$ cat config.mk
export PLATFORM = sky130hd
export DESIGN_NAME = game_phase_sequencer_flat
export DESIGN_NICKNAME = d
export VERILOG_FILES = /design/src/rtl/game_phase_sequencer_pkg.sv /design/src/rtl/game_phase_sequencer_if.sv /design/src/rtl/game_phase_sequencer_tick_edge_detect.sv /design/src/rtl/game_phase_sequencer.sv /design/src/flat_wrapper.sv
export SDC_FILE = /design/constraint.sdc
export NUM_CORES = 1
export LEC_CHECK = 0
export BUFFER_PORTS_ARGS = -buffer_cell sky130_fd_sc_hd__buf_2
export CORE_UTILIZATION = 58
export DETAILED_ROUTE_END_ITERATION = 10
export PLACE_DENSITY = 0.84
export RECOVER_POWER = 25
export SETUP_SLACK_MARGIN = 0.15
export SYNTH_ARGS = -nofsm -noshare
export SYNTH_HDL_FRONTEND = slang
export SYNTH_SLANG_ARGS = --single-unit
$ cat constraint.sdc
create_clock -name Clk100M -period 3.4 [get_ports Clk100M]
set_input_delay 0.17 -clock Clk100M [delete_from_list [all_inputs] [get_ports Clk100M]]
set_output_delay 0.17 -clock Clk100M [all_outputs]
set_load 0.03 [all_outputs]
$ cat src/rtl/game_phase_sequencer_pkg.sv
// Shared phase enum, default durations and duration helpers for the round sequencer.
package game_seq_pkg;

    typedef enum logic [2:0] {
        IDLE,
        PRELIM,
        GAME,
        ANSWER,
        JUDGE,
        POST,
        LOSE,
        WIN
    } phase_t;

    localparam int unsigned DEF_PRELIM_SECS    = 3;
    localparam int unsigned DEF_GAME_SECS_BASE = 20;
    localparam int unsigned DEF_GAME_SECS_STEP = 2;
    localparam int unsigned DEF_GAME_SECS_MIN  = 8;
    localparam int unsigned DEF_ANSWER_SECS    = 10;
    localparam int unsigned DEF_POST_SECS      = 3;

    function automatic logic is_timed(phase_t p);
        return (p == PRELIM) || (p == GAME) || (p == ANSWER) || (p == POST);
    endfunction

    // A zero duration still has to expire on a tick, so it behaves as one second.
    function automatic int unsigned clamp_secs(int unsigned secs, int unsigned max_secs);
        int unsigned r;
        r = (secs == 0) ? 1 : secs;
        return (r > max_secs) ? max_secs : r;
    endfunction

    function automatic int unsigned game_secs(int unsigned level, int unsigned base,
                                              int unsigned step, int unsigned min_secs,
                                              int unsigned max_secs);
        int unsigned drop;
        int unsigned secs;
        drop = level * step;
        if (drop >= base) begin
            secs = min_secs;
        end else begin
            secs = base - drop;
            if (secs < min_secs) secs = min_secs;
        end
        return clamp_secs(secs, max_secs);
    endfunction

endpackage

$ cat src/rtl/game_phase_sequencer_if.sv
// Handshake bundle between the game top, Score/UserCount/Display and the sequencer.
// Carries pauseBtn only when SEQ_PAUSE_EN is defined.
interface game_phase_sequencer_if #(
    parameter int unsigned LEVEL_W = 4,
    parameter int unsigned TIME_W  = 6,
    parameter int unsigned DIFF_W  = 5
);
    logic              Clk1Hz;
    logic              startBtn;
    logic              answerDone;
    logic [DIFF_W-1:0] difference;
    logic              diffValid;
`ifdef SEQ_PAUSE_EN
    logic              pauseBtn;
`endif
    logic               pre;
    logic               game;
    logic               answer;
    logic               post;
    logic               lose;
    logic               win;
    logic               startGen;
    logic               stopGen;
    logic               stopCount;
    logic               newLevel;
    logic [LEVEL_W-1:0] curLevel;
    logic [TIME_W-1:0]  secondsLeft;

    modport master (
`ifdef SEQ_PAUSE_EN
        output pauseBtn,
`endif
        output Clk1Hz, startBtn, answerDone, difference, diffValid,
        input  pre, game, answer, post, lose, win,
        input  startGen, stopGen, stopCount, newLevel, curLevel, secondsLeft
    );

    modport slave (
`ifdef SEQ_PAUSE_EN
        input  pauseBtn,
`endif
        input  Clk1Hz, startBtn, answerDone, difference, diffValid,
        output pre, game, answer, post, lose, win,
        output startGen, stopGen, stopCount, newLevel, curLevel, secondsLeft
    );

endinterface

$ cat src/rtl/game_phase_sequencer_tick_edge_detect.sv
// Two-flop synchroniser on the 1 Hz square wave plus a registered rising-edge pulse.
module tick_edge_detect (
    input  logic clk,
    input  logic rst,
    input  logic din,
    output logic tick
);

    logic [2:0] sync;

    always_ff @(posedge clk) begin
        if (rst) begin
            sync <= '0;
            tick <= 1'b0;
        end else begin
            sync <= {sync[1:0], din};
            tick <= sync[1] & ~sync[2];
        end
    end

endmodule

$ cat src/rtl/game_phase_sequencer.sv
// Round FSM: PRELIM/GAME/ANSWER/JUDGE/POST with LOSE/WIN, per-phase timer and levels.
// Optional pause input enabled by defining SEQ_PAUSE_EN.
module game_phase_sequencer
    import game_seq_pkg::*;
#(
    parameter int unsigned LEVEL_W        = 4,
    parameter int unsigned NUM_LEVELS     = 9,
    parameter int unsigned TIME_W         = 6,
    parameter int unsigned DIFF_W         = 5,
    parameter int unsigned PRELIM_SECS    = DEF_PRELIM_SECS,
    parameter int unsigned GAME_SECS_BASE = DEF_GAME_SECS_BASE,
    parameter int unsigned GAME_SECS_STEP = DEF_GAME_SECS_STEP,
    parameter int unsigned GAME_SECS_MIN  = DEF_GAME_SECS_MIN,
    parameter int unsigned ANSWER_SECS    = DEF_ANSWER_SECS,
    parameter int unsigned POST_SECS      = DEF_POST_SECS,
    parameter int unsigned TOLERANCE      = 0
) (
    input logic                  Clk100M,
    input logic                  reset,
    game_phase_sequencer_if.slave seq
);

    localparam int unsigned        TIME_MAX    = (1 << TIME_W) - 1;
    localparam logic [TIME_W-1:0]  PRELIM_LOAD = TIME_W'(clamp_secs(PRELIM_SECS, TIME_MAX));
    localparam logic [TIME_W-1:0]  ANSWER_LOAD = TIME_W'(clamp_secs(ANSWER_SECS, TIME_MAX));
    localparam logic [TIME_W-1:0]  POST_LOAD   = TIME_W'(clamp_secs(POST_SECS, TIME_MAX));
    localparam logic [LEVEL_W-1:0] LAST_LEVEL  = LEVEL_W'(NUM_LEVELS - 1);

    phase_t             state, state_n;
    logic [LEVEL_W-1:0] level, level_n;
    logic [TIME_W-1:0]  secs, secs_n;
    logic [TIME_W-1:0]  game_load;
    logic               start_gen_n, stop_gen_n, stop_count_n, new_level_n;
    logic               start_gen_q, stop_gen_q, stop_count_q, new_level_q;
    logic [5:0]         flags_q;
    logic               tick, active, tick_eff, answer_eff, expire;
    logic [DIFF_W-1:0]  diff;
    logic               pass;

    tick_edge_detect u_tick (
        .clk  (Clk100M),
        .rst  (reset),
        .din  (seq.Clk1Hz),
        .tick (tick)
    );

`ifdef SEQ_PAUSE_EN
    logic paused;

    always_ff @(posedge Clk100M) begin
        if (reset)                                   paused <= 1'b0;
        else if (state_n != state)                   paused <= 1'b0;
        else if (seq.pauseBtn && is_timed(state))    paused <= ~paused;
    end

    assign active = ~paused;
`else
    assign active = 1'b1;
`endif

    assign tick_eff   = tick & active;
    assign answer_eff = seq.answerDone & active;
    assign expire     = tick_eff && (secs == TIME_W'(1));
    assign diff       = seq.difference;
    assign pass       = (32'(diff) <= TOLERANCE);
    assign game_load  = TIME_W'(game_secs(32'(level), GAME_SECS_BASE, GAME_SECS_STEP,
                                          GAME_SECS_MIN, TIME_MAX));

    always_comb begin
        state_n      = state;
        level_n      = level;
        secs_n       = secs;
        start_gen_n  = 1'b0;
        stop_gen_n   = 1'b0;
        stop_count_n = 1'b0;
        new_level_n  = 1'b0;
        case (state)
            IDLE: begin
                if (seq.startBtn) begin
                    state_n = PRELIM;
                    level_n = '0;
                    secs_n  = PRELIM_LOAD;
                end
            end
            PRELIM: begin
                if (expire) begin
                    state_n     = GAME;
                    secs_n      = game_load;
                    start_gen_n = 1'b1;
                end else if (tick_eff) begin
                    secs_n = secs - TIME_W'(1);
                end
            end
            GAME: begin
                if (expire) begin
                    state_n    = ANSWER;
                    secs_n     = ANSWER_LOAD;
                    stop_gen_n = 1'b1;
                end else if (tick_eff) begin
                    secs_n = secs - TIME_W'(1);
                end
            end
            ANSWER: begin
                // Expiry and an early answer in the same cycle merge into one exit.
                if (expire || answer_eff) begin
                    state_n      = JUDGE;
                    secs_n       = '0;
                    stop_count_n = 1'b1;
                end else if (tick_eff) begin
                    secs_n = secs - TIME_W'(1);
                end
            end
            JUDGE: begin
                secs_n = '0;
                if (seq.diffValid) begin
                    if (!pass) begin
                        state_n = LOSE;
                    end else if (level == LAST_LEVEL) begin
                        state_n = WIN;
                    end else begin
                        state_n = POST;
                        secs_n  = POST_LOAD;
                    end
                end
            end
            POST: begin
                if (expire) begin
                    state_n     = PRELIM;
                    level_n     = level + LEVEL_W'(1);
                    secs_n      = PRELIM_LOAD;
                    new_level_n = 1'b1;
                end else if (tick_eff) begin
                    secs_n = secs - TIME_W'(1);
                end
            end
            default: begin
                secs_n = '0;
                if (seq.startBtn) begin
                    state_n     = PRELIM;
                    level_n     = '0;
                    secs_n      = PRELIM_LOAD;
                    new_level_n = 1'b1;
                end
            end
        endcase
    end

    always_ff @(posedge Clk100M) begin
        if (reset) begin
            state        <= IDLE;
            level        <= '0;
            secs         <= '0;
            start_gen_q  <= 1'b0;
            stop_gen_q   <= 1'b0;
            stop_count_q <= 1'b0;
            new_level_q  <= 1'b0;
            flags_q      <= '0;
        end else begin
            state        <= state_n;
            level        <= level_n;
            secs         <= secs_n;
            start_gen_q  <= start_gen_n;
            stop_gen_q   <= stop_gen_n;
            stop_count_q <= stop_count_n;
            new_level_q  <= new_level_n;
            flags_q      <= {state_n == PRELIM, state_n == GAME, state_n == ANSWER,
                             state_n == POST, state_n == LOSE, state_n == WIN};
        end
    end

    assign seq.pre         = flags_q[5];
    assign seq.game        = flags_q[4];
    assign seq.answer      = flags_q[3];
    assign seq.post        = flags_q[2];
    assign seq.lose        = flags_q[1];
    assign seq.win         = flags_q[0];
    assign seq.startGen    = start_gen_q;
    assign seq.stopGen     = stop_gen_q;
    assign seq.stopCount   = stop_count_q;
    assign seq.newLevel    = new_level_q;
    assign seq.curLevel    = level;
    assign seq.secondsLeft = secs;

endmodule
$ cat src/flat_wrapper.sv
// flat-port wrapper written by rule: the top's interface ports become plain ports
module game_phase_sequencer_flat import game_seq_pkg::*;
#(
    parameter int unsigned LEVEL_W        = 4,
    parameter int unsigned NUM_LEVELS     = 9,
    parameter int unsigned TIME_W         = 6,
    parameter int unsigned DIFF_W         = 5,
    parameter int unsigned PRELIM_SECS    = DEF_PRELIM_SECS,
    parameter int unsigned GAME_SECS_BASE = DEF_GAME_SECS_BASE,
    parameter int unsigned GAME_SECS_STEP = DEF_GAME_SECS_STEP,
    parameter int unsigned GAME_SECS_MIN  = DEF_GAME_SECS_MIN,
    parameter int unsigned ANSWER_SECS    = DEF_ANSWER_SECS,
    parameter int unsigned POST_SECS      = DEF_POST_SECS,
    parameter int unsigned TOLERANCE      = 0
)
  (Clk100M, reset, seq_Clk1Hz, seq_startBtn, seq_answerDone, seq_difference, seq_diffValid, seq_pre, seq_game, seq_answer, seq_post, seq_lose, seq_win, seq_startGen, seq_stopGen, seq_stopCount, seq_newLevel, seq_curLevel, seq_secondsLeft);
  game_phase_sequencer_if #(.LEVEL_W(LEVEL_W), .TIME_W(TIME_W), .DIFF_W(DIFF_W)) seq_i ();
  input logic Clk100M;
  input logic reset;
  input wire logic [$bits(seq_i.Clk1Hz)-1:0] seq_Clk1Hz;
  input wire logic [$bits(seq_i.startBtn)-1:0] seq_startBtn;
  input wire logic [$bits(seq_i.answerDone)-1:0] seq_answerDone;
  input wire logic [$bits(seq_i.difference)-1:0] seq_difference;
  input wire logic [$bits(seq_i.diffValid)-1:0] seq_diffValid;
  output wire logic [$bits(seq_i.pre)-1:0] seq_pre;
  output wire logic [$bits(seq_i.game)-1:0] seq_game;
  output wire logic [$bits(seq_i.answer)-1:0] seq_answer;
  output wire logic [$bits(seq_i.post)-1:0] seq_post;
  output wire logic [$bits(seq_i.lose)-1:0] seq_lose;
  output wire logic [$bits(seq_i.win)-1:0] seq_win;
  output wire logic [$bits(seq_i.startGen)-1:0] seq_startGen;
  output wire logic [$bits(seq_i.stopGen)-1:0] seq_stopGen;
  output wire logic [$bits(seq_i.stopCount)-1:0] seq_stopCount;
  output wire logic [$bits(seq_i.newLevel)-1:0] seq_newLevel;
  output wire logic [$bits(seq_i.curLevel)-1:0] seq_curLevel;
  output wire logic [$bits(seq_i.secondsLeft)-1:0] seq_secondsLeft;
  assign seq_i.Clk1Hz = seq_Clk1Hz;
  assign seq_i.startBtn = seq_startBtn;
  assign seq_i.answerDone = seq_answerDone;
  assign seq_i.difference = seq_difference;
  assign seq_i.diffValid = seq_diffValid;
  assign seq_pre = seq_i.pre;
  assign seq_game = seq_i.game;
  assign seq_answer = seq_i.answer;
  assign seq_post = seq_i.post;
  assign seq_lose = seq_i.lose;
  assign seq_win = seq_i.win;
  assign seq_startGen = seq_i.startGen;
  assign seq_stopGen = seq_i.stopGen;
  assign seq_stopCount = seq_i.stopCount;
  assign seq_newLevel = seq_i.newLevel;
  assign seq_curLevel = seq_i.curLevel;
  assign seq_secondsLeft = seq_i.secondsLeft;
  game_phase_sequencer #(.LEVEL_W(LEVEL_W), .NUM_LEVELS(NUM_LEVELS), .TIME_W(TIME_W), .DIFF_W(DIFF_W), .PRELIM_SECS(PRELIM_SECS), .GAME_SECS_BASE(GAME_SECS_BASE), .GAME_SECS_STEP(GAME_SECS_STEP), .GAME_SECS_MIN(GAME_SECS_MIN), .ANSWER_SECS(ANSWER_SECS), .POST_SECS(POST_SECS), .TOLERANCE(TOLERANCE)) u_core (.Clk100M(Clk100M), .reset(reset), .seq(seq_i));
endmodule
==> results.sh <==
export IMPL_startpoint_type="flip-flop"
export IMPL_final_util=0.6879
export IMPL_finalCriticalPeriod_ns=2.062
export IMPL_met3_length_um=300
export IMPL_postSynthAreaPerCell_um2=8.180
export IMPL_synthTopCellsByArea="dfxtp_1 36%, nor2_1 4.4%, a21oi_1 4.3%"
export IMPL_cp_end_kind="flip-flop"
export IMPL_io_buffers=30
export IMPL_rrSetupSlack_ns=1.34
export IMPL_cts_root_buf="clkbuf_4"
export IMPL_worstSetupPathType="flip-flop to flip-flop"
export IMPL_slew_viol_final=0
export IMPL_hold_class="input port to flip-flop"
export IMPL_routedWlPerCell_um=15.05
export IMPL_worst_slew_margin_rel=0.4367
export IMPL_p_comb_frac=0.126
export IMPL_swShare=0.2846
export IMPL_synth_largest_area_cell="dfxtp_1"
export IMPL_finClkSkew_ns=0.01088
export IMPL_crit_chain="inv_1, ha_1, and3b_2, and3_1, o31ai_1, nand3_1, nor4b_2"
export IMPL_path_clk_slew_ns=0.16
export IMPL_status="complete, no violations"
export IMPL_clock_sinks=27
export IMPL_power_uw=550.4
export IMPL_cp_required_ns=3.61
export IMPL_finalWeightedCongestion=0.9139
export IMPL_grt_max_degree=20
export IMPL_switchingPower_uw=156.6
export IMPL_area_growth_pct=12.01
export IMPL_power_internal_uw=393.7
export IMPL_die_area_um2=2832
export IMPL_setup_tns_ns=0
export IMPL_cpPeakStageDelay_ns=0.40
export IMPL_drc=0
export IMPL_vdd_drop_max_mv=0.2717
export IMPL_n_antenna_cell=0
export IMPL_setup_viol=0
export IMPL_syn_nets=202
export IMPL_clkLatencyLatePin_ns=0.34
export IMPL_hold_buffers=0
export IMPL_cts_path_max_buffers=2
export IMPL_p_seq_frac=0.602
export IMPL_grt_pass1_vias=1373
export IMPL_slowest_stage="dfxtp_1"
export IMPL_rsz0062_at_grt="false"
export IMPL_async_reset_ff_frac=0
export IMPL_die_width_um=53.22
export IMPL_fin_ws_ns=1.338
export IMPL_wl_met2_mm=1.816
export IMPL_cts_tree="done"
export IMPL_clkPwrFrac=0.272
export IMPL_critPathMaxFanout=5
export IMPL_vias=1528
export IMPL_num_rows=18
export IMPL_power_leakage_nw=0.6566
export IMPL_synth_cells=186
export IMPL_coreArea_um2=2477
export IMPL_ys_seq_area_frac=0.3553
export IMPL_worstPathArrival_ns=2.27
export IMPL_antenna_found_initial=0
export IMPL_dpl_instance_area_um2=1684
export IMPL_grt_util_all_layers=0.2896
export IMPL_synth_main_ff_cell="dfxtp_1"
export IMPL_routed_wl_mm=3.671
export IMPL_final_layout_size_suffix_gt1_frac=0.1822
export IMPL_post_cts_setup_buffers=0
export IMPL_antenna_left=0
export IMPL_final_cell_area_um2=1704
export IMPL_vias_per_cell=6.262
export IMPL_path_buf_inv=1
export IMPL_yosys_area_top_type_share=0.3553
export IMPL_drt_iter0_markers=66
export IMPL_max_clock_freq_mhz=485.0
export IMPL_period_share=0.6064
export IMPL_dpl_hpwl_mm=2.718
export IMPL_drt_pass1_iterations=6
export IMPL_start_util=0.6141
export IMPL_h_tree_depth=1
export IMPL_grt_overflow=0
export IMPL_powerDensity_nw_per_um2=323.0
export IMPL_m1WireLength_mm=1.488
export IMPL_yosys_warnings=0
export IMPL_place_ws_ns=1.440
export IMPL_ctsResizeCount=0
export IMPL_top_layer_used="met4"
export IMPL_ios=31
export IMPL_grt_pass1_wl_mm=5.954
export IMPL_ys_seq_elements=27
export IMPL_synth_area_um2=1521
export IMPL_synth_edf_count=0
export IMPL_synth_cell_type_count=51
export IMPL_fin_nets=231
export IMPL_cts_made_buffers=3
export IMPL_cp_top_family="simple AND/OR/NAND/NOR gates"
export IMPL_die_y_um=53.22
export IMPL_maxCapViolations=0
export IMPL_finalHoldViolations=0
export IMPL_tightest_slew_ns=0.8449
-- cell families (layout without fill, tap and decap cells) --
| group | after synthesis | after routing | share of synthesized area |
|---|---|---|---|
| adder cells (fa/ha/maj) | 5 | 5 | 0.04112 |
| XOR/XNOR | 4 | 4 | 0.02303 |
| AO/OA/AOI/OAI | 45 | 45 | 0.1875 |
| flip-flops | 27 | 27 | 0.3553 |
| multiplexers | 2 | 2 | 0.02220 |
| buffers and inverters | 18 | 46 | 0.04605 |
| AND/OR/NAND/NOR | 85 | 85 | 0.3248 |
-- flip-flops by register name, summed over array words and instances, names as in the netlist --
signal                  count
u_core.flags_q              6
u_core.seq.curLevel         4
u_core.seq.newLevel         1
u_core.seq.secondsLeft      6
u_core.seq.startGen         1
u_core.seq.stopCount        1
u_core.seq.stopGen          1
u_core.state                3
u_core.u_tick.sync          3
u_core.u_tick.tick          1
-- Yosys cell counts (all sizes together), types with 4 or more instances --
master	n
dfxtp	27
nor2	20
nand2	14
a21oi	13
inv	12
o21ai	10
nor3	9
nand3	8
a31oi	6
nor2b	6
ha	5
nand4	5
clkbuf	4
-- layer usage --
| layer | GRT usage | vias up |
|---|---|---|
| li1 | - | 734 |
| met1 | 0.3362 | 717 |
| met2 | 0.5188 | 68 |
| met3 | 0.06322 | 9 |
| met4 | 0.08772 | 0 |
| met5 | 0 | - |
-- power groups by stage --
| stage | clock, mW | combinational (mW) | sequential (mW) |
|---|---|---|---|
| 3_3_place_gp | 0 | 0.0656 | 0.338 |
| 2_1_floorplan | 0 | 0.0422 | 0.342 |
| 5_1_grt | 0.162 | 0.0761 | 0.333 |
| 4_1_cts | 0.152 | 0.0688 | 0.331 |
| 3_5_place_dp | 0 | 0.0681 | 0.338 |
| 6_report | 0.150 | 0.0695 | 0.331 |
-- area by class of cell --
| type | instances | area [um2] |
|---|---|---|
| clock buffers | 3 | 22.52 |
| well taps | 30 | 37.54 |
| clock inverters | 1 | 7.507 |
| inverters | 12 | 45.04 |
| multi-input cells | 141 | 910.9 |
| flip-flops and latches | 27 | 540.5 |
| fillers | 218 | 773.2 |
| repair buffers | 30 | 140.1 |
-- final timing paths --
kind                             startpoint                     to  cells past startpoint
hold / removal                   seq_Clk1Hz  u_core.u_tick.sync[0]                      2
hold reg to reg       u_core.u_tick.sync[2]     u_core.u_tick.tick                      1
setup reg to reg  u_core.seq.secondsLeft[1]      u_core.flags_q[4]                      7
setup / recovery  u_core.seq.secondsLeft[1]      u_core.flags_q[4]                      7
-- worst register-to-register path, stage by stage, from the launching register on --
cell	delay (ns)
dfxtp_1	0.40
inv_1	0.09
ha_1	0.21
and3b_2	0.25
and3_1	0.21
o31ai_1	0.33
nand3_1	0.22
nor4b_2	0.21
-- per-stage QoR --
stage | std cells | hold slack, ns
3_3_place_gp | 240 | 0.3754
3_5_place_dp | 240 | 0.3842
2_1_floorplan | 186 | 0.2635
5_1_grt | 244 | 0.05823
4_1_cts | 244 | 0.06059
6_report | 244 | 0.05476
-- layout by cell type (no fill, tap or decap), types with 5 or more instances in the layout --
master	count
nand2_1	14
nand3_1	8
nor2_1	18
inv_1	12
o21ai_0	9
buf_2	22
dfxtp_1	27
nor3_1	6
nand4_1	5
a21oi_1	13
clkbuf_1	8
ha_1	5
nor2b_1	6
a31oi_1	6
(Power assumes the default switching activity.)
